### src/rtl/seg_scan_controller.sv
`default_nettype none
// ============================================================================
//  Module      : seg_scan_controller
//  Description : Parametrised multiplexed 7-segment display driver. Scans
//                NUM_DIGITS digits, takes new content through a load/shadow
//                handshake that only reaches the display at a frame boundary,
//                decodes hex or decimal glyphs, blanks leading zeros, drives
//                decimal points and applies PWM brightness to the anodes.
//  Revision    : 1.0 - initial release
// ============================================================================
module seg_scan_controller #(
    parameter int NUM_DIGITS    = 4,
    parameter int SCAN_DIV_LOG2 = 19,
    parameter int BRIGHT_BITS   = 4,
    parameter bit ACTIVE_LOW    = 1'b1
) (
    input  logic                    CLK,
    input  logic                    reset,
    input  logic [4*NUM_DIGITS-1:0] value,
    input  logic [NUM_DIGITS-1:0]   dp_in,
    input  logic                    load,
    input  logic                    hex_mode,
    input  logic                    blank_lz,
    input  logic [BRIGHT_BITS-1:0]  brightness,
    input  logic                    enable,
    output logic [NUM_DIGITS-1:0]   digits,
    output logic [6:0]              segments,
    output logic                    dp_out,
    output logic                    frame_tick
);

    // ------------------------------------------------------------------------
    // Constants
    // ------------------------------------------------------------------------
    localparam int c_IDX_W = (NUM_DIGITS > 1) ? $clog2(NUM_DIGITS) : 1;
    localparam logic [c_IDX_W-1:0]    c_IDX_LAST = c_IDX_W'(NUM_DIGITS - 1);
    localparam logic [c_IDX_W-1:0]    c_IDX_ZERO = '0;
    // XOR masks that turn active-high internal levels into pin levels
    localparam logic [NUM_DIGITS-1:0] c_DIG_POL  = {NUM_DIGITS{ACTIVE_LOW}};
    localparam logic [6:0]            c_SEG_POL  = {7{ACTIVE_LOW}};
    // Glyph shown for 10..15 in decimal mode: the middle bar only
    localparam logic [6:0]            c_GLYPH_DASH = 7'b1000000;

    // ------------------------------------------------------------------------
    // Scan state
    // ------------------------------------------------------------------------
    logic [SCAN_DIV_LOG2-1:0] r_div_cnt;
    logic [c_IDX_W-1:0]       r_idx;
    logic                     w_wrap;
    logic                     w_boundary;

    // Shadow (written by load) and display (what is actually scanned out)
    logic [4*NUM_DIGITS-1:0]  r_sh_value;
    logic [NUM_DIGITS-1:0]    r_sh_dp;
    logic                     r_sh_hex;
    logic                     r_sh_blz;
    logic                     r_pending;

    logic [4*NUM_DIGITS-1:0]  r_disp_value;
    logic [NUM_DIGITS-1:0]    r_disp_dp;
    logic                     r_disp_hex;
    logic                     r_disp_blz;

    logic                     r_frame_tick;

    // Per-cycle decode of the currently selected digit
    logic [NUM_DIGITS-1:0]    w_sel;
    logic [3:0]               w_nib;
    logic [NUM_DIGITS-1:0]    w_blank_vec;
    logic                     w_zero_run;
    logic                     w_blank;
    logic                     w_dp_req;
    logic [6:0]               w_glyph;
    logic                     w_pwm_on;
    logic                     w_anode_on;

    // Registered pin drivers
    logic [NUM_DIGITS-1:0]    r_digits;
    logic [6:0]               r_segments;
    logic                     r_dp;

    assign w_wrap     = &r_div_cnt;
    assign w_boundary = w_wrap && (r_idx == c_IDX_ZERO);

    // Free-running divider; the digit index steps down on every wrap
    always_ff @(posedge CLK) begin
        if (reset) begin
            r_div_cnt <= '0;
            r_idx     <= c_IDX_LAST;
        end else begin
            r_div_cnt <= r_div_cnt + SCAN_DIV_LOG2'(1);
            if (w_wrap) begin
                if (r_idx == c_IDX_ZERO) begin
                    r_idx <= c_IDX_LAST;
                end else begin
                    r_idx <= r_idx - c_IDX_W'(1);
                end
            end
        end
    end

    // Shadow capture: the most recent load before a boundary wins
    always_ff @(posedge CLK) begin
        if (reset) begin
            r_sh_value <= '0;
            r_sh_dp    <= '0;
            r_sh_hex   <= 1'b0;
            r_sh_blz   <= 1'b0;
        end else if (load) begin
            r_sh_value <= value;
            r_sh_dp    <= dp_in;
            r_sh_hex   <= hex_mode;
            r_sh_blz   <= blank_lz;
        end
    end

    // Pending flag: a load on the boundary cycle itself stays pending for
    // the following boundary, since the shadow it writes is not yet visible
    always_ff @(posedge CLK) begin
        if (reset) begin
            r_pending <= 1'b0;
        end else if (load) begin
            r_pending <= 1'b1;
        end else if (w_boundary) begin
            r_pending <= 1'b0;
        end
    end

    // Display copy only changes between frames so a frame is never torn
    always_ff @(posedge CLK) begin
        if (reset) begin
            r_disp_value <= '0;
            r_disp_dp    <= '0;
            r_disp_hex   <= 1'b0;
            r_disp_blz   <= 1'b0;
        end else if (w_boundary && r_pending) begin
            r_disp_value <= r_sh_value;
            r_disp_dp    <= r_sh_dp;
            r_disp_hex   <= r_sh_hex;
            r_disp_blz   <= r_sh_blz;
        end
    end

    // One-cycle pulse following every frame boundary
    always_ff @(posedge CLK) begin
        if (reset) begin
            r_frame_tick <= 1'b0;
        end else begin
            r_frame_tick <= w_boundary;
        end
    end

    // One-hot select of the current digit and its nibble
    always_comb begin
        w_sel = '0;
        w_nib = 4'd0;
        for (int i = 0; i < NUM_DIGITS; i++) begin
            if (r_idx == c_IDX_W'(i)) begin
                w_sel[i] = 1'b1;
                w_nib    = r_disp_value[4*i +: 4];
            end
        end
    end

    // Leading-zero mask: walk from the leftmost digit while nibbles are zero;
    // digit 0 is left out of the walk so it always shows something
    always_comb begin
        w_blank_vec = '0;
        w_zero_run  = 1'b1;
        for (int i = NUM_DIGITS - 1; i >= 1; i--) begin
            w_zero_run     = w_zero_run && (r_disp_value[4*i +: 4] == 4'd0);
            w_blank_vec[i] = r_disp_blz && w_zero_run;
        end
    end

    assign w_blank  = |(w_blank_vec & w_sel);
    assign w_dp_req = |(r_disp_dp & w_sel);

    // Nibble to active-high {g,f,e,d,c,b,a}; 10..15 collapse to a dash
    // unless hex glyphs are selected
    always_comb begin
        w_glyph = 7'b0000000;
        case (w_nib)
            4'h0: w_glyph = 7'b0111111;
            4'h1: w_glyph = 7'b0000110;
            4'h2: w_glyph = 7'b1011011;
            4'h3: w_glyph = 7'b1001111;
            4'h4: w_glyph = 7'b1100110;
            4'h5: w_glyph = 7'b1101101;
            4'h6: w_glyph = 7'b1111101;
            4'h7: w_glyph = 7'b0000111;
            4'h8: w_glyph = 7'b1111111;
            4'h9: w_glyph = 7'b1101111;
            4'hA: w_glyph = 7'b1110111;
            4'hB: w_glyph = 7'b1111100;
            4'hC: w_glyph = 7'b0111001;
            4'hD: w_glyph = 7'b1011110;
            4'hE: w_glyph = 7'b1111001;
            4'hF: w_glyph = 7'b1110001;
            default: w_glyph = 7'b0000000;
        endcase
        if (!r_disp_hex && (w_nib > 4'd9)) begin
            w_glyph = c_GLYPH_DASH;
        end
    end

    // PWM compares the top bits of the divider, so brightness=0 still
    // yields the first slice of each digit period
    assign w_pwm_on   = (r_div_cnt[SCAN_DIV_LOG2-1 -: BRIGHT_BITS] <= brightness);
    assign w_anode_on = enable && !w_blank && w_pwm_on;

    // Pin registers: at most one anode since w_sel is one-hot
    always_ff @(posedge CLK) begin
        if (reset) begin
            r_digits   <= c_DIG_POL;
            r_segments <= c_SEG_POL;
            r_dp       <= ACTIVE_LOW;
        end else begin
            r_digits   <= (w_anode_on ? w_sel : '0) ^ c_DIG_POL;
            r_segments <= (w_blank ? 7'b0000000 : w_glyph) ^ c_SEG_POL;
            r_dp       <= (w_dp_req && !w_blank) ^ ACTIVE_LOW;
        end
    end

    assign digits     = r_digits;
    assign segments   = r_segments;
    assign dp_out     = r_dp;
    assign frame_tick = r_frame_tick;

endmodule
`default_nettype wire

### config.mk
export PLATFORM = sky130hd
export DESIGN_NAME = seg_scan_controller
export DESIGN_NICKNAME = d
export VERILOG_FILES = /design/src/rtl/seg_scan_controller.sv
export SDC_FILE = /design/constraint.sdc
export NUM_CORES = 1
export LEC_CHECK = 0
export ABC_AREA = 0
export ABC_CLOCK_PERIOD_IN_PS = 3300
export BUFFER_PORTS_ARGS = -buffer_cell sky130_fd_sc_hd__buf_2
export CAP_MARGIN = 30
export CORE_MARGIN = 1.5
export CORE_UTILIZATION = 35
export CTS_CLUSTER_SIZE = 8
export DETAILED_ROUTE_END_ITERATION = 7
export GPL_ROUTABILITY_DRIVEN = 0
export SLEW_MARGIN = 20
export SYNTH_ARGS = -nofsm -noshare
export SYNTH_HDL_FRONTEND = slang
export SYNTH_SLANG_ARGS = --single-unit
### constraint.sdc
create_clock -name CLK -period 3.3 [get_ports CLK]
set_input_delay 0.165 -clock CLK [delete_from_list [all_inputs] [get_ports CLK]]
set_output_delay 0.165 -clock CLK [all_outputs]
set_load 0.005 [all_outputs]
==> results.md <==
- Status: completed
- Worst path bufs/invs: 1
- Post_cts resized: 0
- Cell taking the most area after synthesis: dfxtp_1
- Die Y: 103.3 microns
- Initial Util: 0.3605
- Root Driver: clkbuf_8
- Most used DFF post-synth: dfxtp_1
- Post-Synthesis Cell Area: 3523 sq um
- Slowest stage delay, CP: 0.51 ns
- EDFF count, synth: 0
- CORE AREA: 9774 sq um
- Final Cycle Share: 0.7903
- Deepest clock path buffer count: 2
- PortBufs: 42
- Net Count, Synth: 427
- TritonRoute pass-1 iters: 4
- Launch point of the worst reg-to-reg path: r_idx[0]$_SDFFE_PP1P_
- Largest net degree at the start of global routing: 68
- Vias in the first global route: 2,477
- Warnings, synthesis: 0
- PD cells: 482.0 nW/um^2
- Dpl hpwl: 4955 microns
- Share of the synthesized area in the top cell type: 0.4489
- Crit Path Max Fanout: 15
- Cells after DPL: 538
- CP startpoint kind: flop
- Post-synth ARST share: 0
- Cells after Synth: 382
- Max Transition Viols Final: 0
- Postcts setup bufs: 0
- # setup viols final: 0
- Die width: 103.3 microns
- Die footprint: 10,680 sq um
- Top-Level Pins: 43
- Initial antenna violation count: 0
- CP delay by family, top: adder cells
- Max Cap Violations: 0
- Most frequent cell after synthesis: dfxtp_1
- Min-Delay Path Class: in2reg
- Setup TNS: 0 ns
- Crit path required time: 3.52 ns
- Post-Layout Cell Count: 554
- Reg clk slew, reported paths: 0.09 ns
- Hold depth: 3
- Cell leakage power: 1.581 nW
- CP arrival: 2.83 ns
- CP max stage cell: a211oi_1
- Worst VDD drop: 237.1 uV
- #FFs+latches synth: 79
- Post-synthesis cell type count: 46
- Core Rows: 36
- RSZ-0062 raised after global routing: no
- CTS tree: done
- Final WL: 6985 microns
- Layout cells sized above 1: 0.2138
- ANT nets after route: 0
- Reg2reg end: segments[0]$_SDFF_PP1_
- Ant diodes: 0
- Worst Setup Path Type: reg2reg
- GR Util All Layers: 0.1402
- Worst skew pair latency: 0.35 ns
- CTS Sinks: 79
- Tightest Pin Transition: 0.8985 ns
- Final Hold Viols: 0
- Synth top area cells: dfxtp_1 45%, mux2i_1 6.3%, nand2_1 5.9%, ha_1 5.3%, a21oi_2 5.0%
- R2r setup slk: 0.69 ns
- CTS Hold Bufs: 0
- Synthesized area per cell: 9.224 sq um
- H-tree level count: 3
- Setup crit start: r_idx[0]$_SDFFE_PP1P_
- FMAX: 383.4 MHz
- Via count: 2,671
- Initial DRC count: 135
- Fin crit period: 2.608 ns
- Syn-to-layout area delta: 14.17%
- Post-synthesis sequential area ratio: 0.4489
- HP Start: value[8]
- FF-to-FF path depth: 8
- Total gr overflow: 0
- Drt wl/cell: 12.61 microns
- Fin util: 0.4115
- Top cells by count, synth: 79 x dfxtp_1, 55 x nand2_1, 46 x nor2_1
- Cell Chain, Critical Path: ha_1 -> a211oi_1 -> a211oi_1 -> inv_1 -> ha_1 -> or3_1 -> o21ai_0 -> o21ai_0
- Hold path endpoint: r_sh_value[8]$_SDFFE_PP0P_
- Max-Slew Margin vs Limit: 0.4010
- First-pass GRT wire length: 11,630 microns
- Fillcell total: 1,000
- Clock Skew: 0.01172 ns
- DR vias/cell: 4.821
- Worst Setup End Kind: flop
- Nets: 461
- Total CTS buffers: 9
- DRC violations left: 0
[power breakdown]
part           switching, mW  internal (mW)  leakage, nW
clock                  0.356          0.505        0.120
sequential            0.0133          0.977        0.644
combinational         0.0464         0.0410        0.817
total                  0.416           1.52         1.58
[layout by cell type, fill, tap and decap left out, drive strengths merged, types with 5 or more instances in the layout]
master  count
ha         15
nor2       46
dfxtp      79
nand2      55
nor2b       6
clkbuf      9
a21oi      28
buf        44
xor2       12
nand3      16
inv        13
mux2i      22
a211oi      7
nand4       6
xnor2       5
o21ai       8
[worst min-delay path: cells and delay by family]
kind / cells / cell delay (ns)
muxes: 1 / 0.05
buffers and inverters: 1 / 0.08
and+or+nand+nor: 1 / 0.07
[worst max-delay path by stage]
| stage | cells after the start | slack, ns | endpoint |
|---|---|---|---|
| 6_report | 8 | 0.69 | segments[0]$_SDFF_PP1_ |
| 5_1_grt | 8 | 0.42 | segments[0]$_SDFF_PP1_ |
| 4_1_cts | 8 | 0.68 | segments[0]$_SDFF_PP1_ |
| 3_5_place_dp | 8 | 0.69 | segments[0]$_SDFF_PP1_ |
| 3_3_place_gp | 8 | 0.83 | segments[0]$_SDFF_PP1_ |
| 2_1_floorplan | 9 | 0.90 | segments[0]$_SDFF_PP1_ |
[sequential cells by signal, indices dropped and copies added (netlist names)]
name and cells:
r_sh_hex 1, r_disp_hex 1, r_disp_value 16, frame_tick 1
r_sh_blz 1, r_sh_value 16, r_pending 1, segments 7
r_sh_dp 4, r_disp_dp 4, dp_out 1, r_disp_blz 1
r_div_cnt 19, r_idx 2, digits 4
[cell families after synthesis]
family / after synthesis / synth area share
xor gates and xnor gates: 17 / 0.04226
AOI/OAI and AO/OA: 60 / 0.1278
adders and majority gates: 15 / 0.05327
muxes: 22 / 0.06250
and+or+nand+nor: 156 / 0.2138
buffers and inverters: 33 / 0.05149
DFF: 79 / 0.4489
[metal layers]
| metal | up-vias | part of all wire | GRT usage |
|---|---|---|---|
| li1 | 1370 | - | - |
| met1 | 1236 | 0.50 | 0.1877 |
| met4 | 0 | 0.017 | 0.05301 |
| met3 | 8 | 0.039 | 0.03226 |
| met2 | 57 | 0.44 | 0.2206 |
| met5 | - | 0 | 0 |
[cell type report]
cell class / count / area, sq um / share of cell area
sequential: 79 / 1582 / 0.3932
multi-input combinational: 270 / 1760 / 0.4376
tap: 133 / 166.4 / 0.04137
clock buffer: 9 / 123.9 / 0.03079
clock inverter: 7 / 120.1 / 0.02986
timing repair buffer: 44 / 225.2 / 0.05599
inverter: 12 / 45.04 / 0.01120
[per-stage QoR]
stage	hold slack, ns	setup slack (ns)	instance area (sq um)	total power [mW]
3_5_place_dp	0.4074	0.6906	3779	1.102
6_report	0.05084	0.6920	4023	1.939
2_1_floorplan	0.3122	0.9011	3523	1.069
4_1_cts	0.04124	0.6773	4023	1.962
5_1_grt	0.05515	0.4150	4023	2.010
3_3_place_gp	0.4033	0.8286	3779	1.099
(Power assumes the default switching activity.)
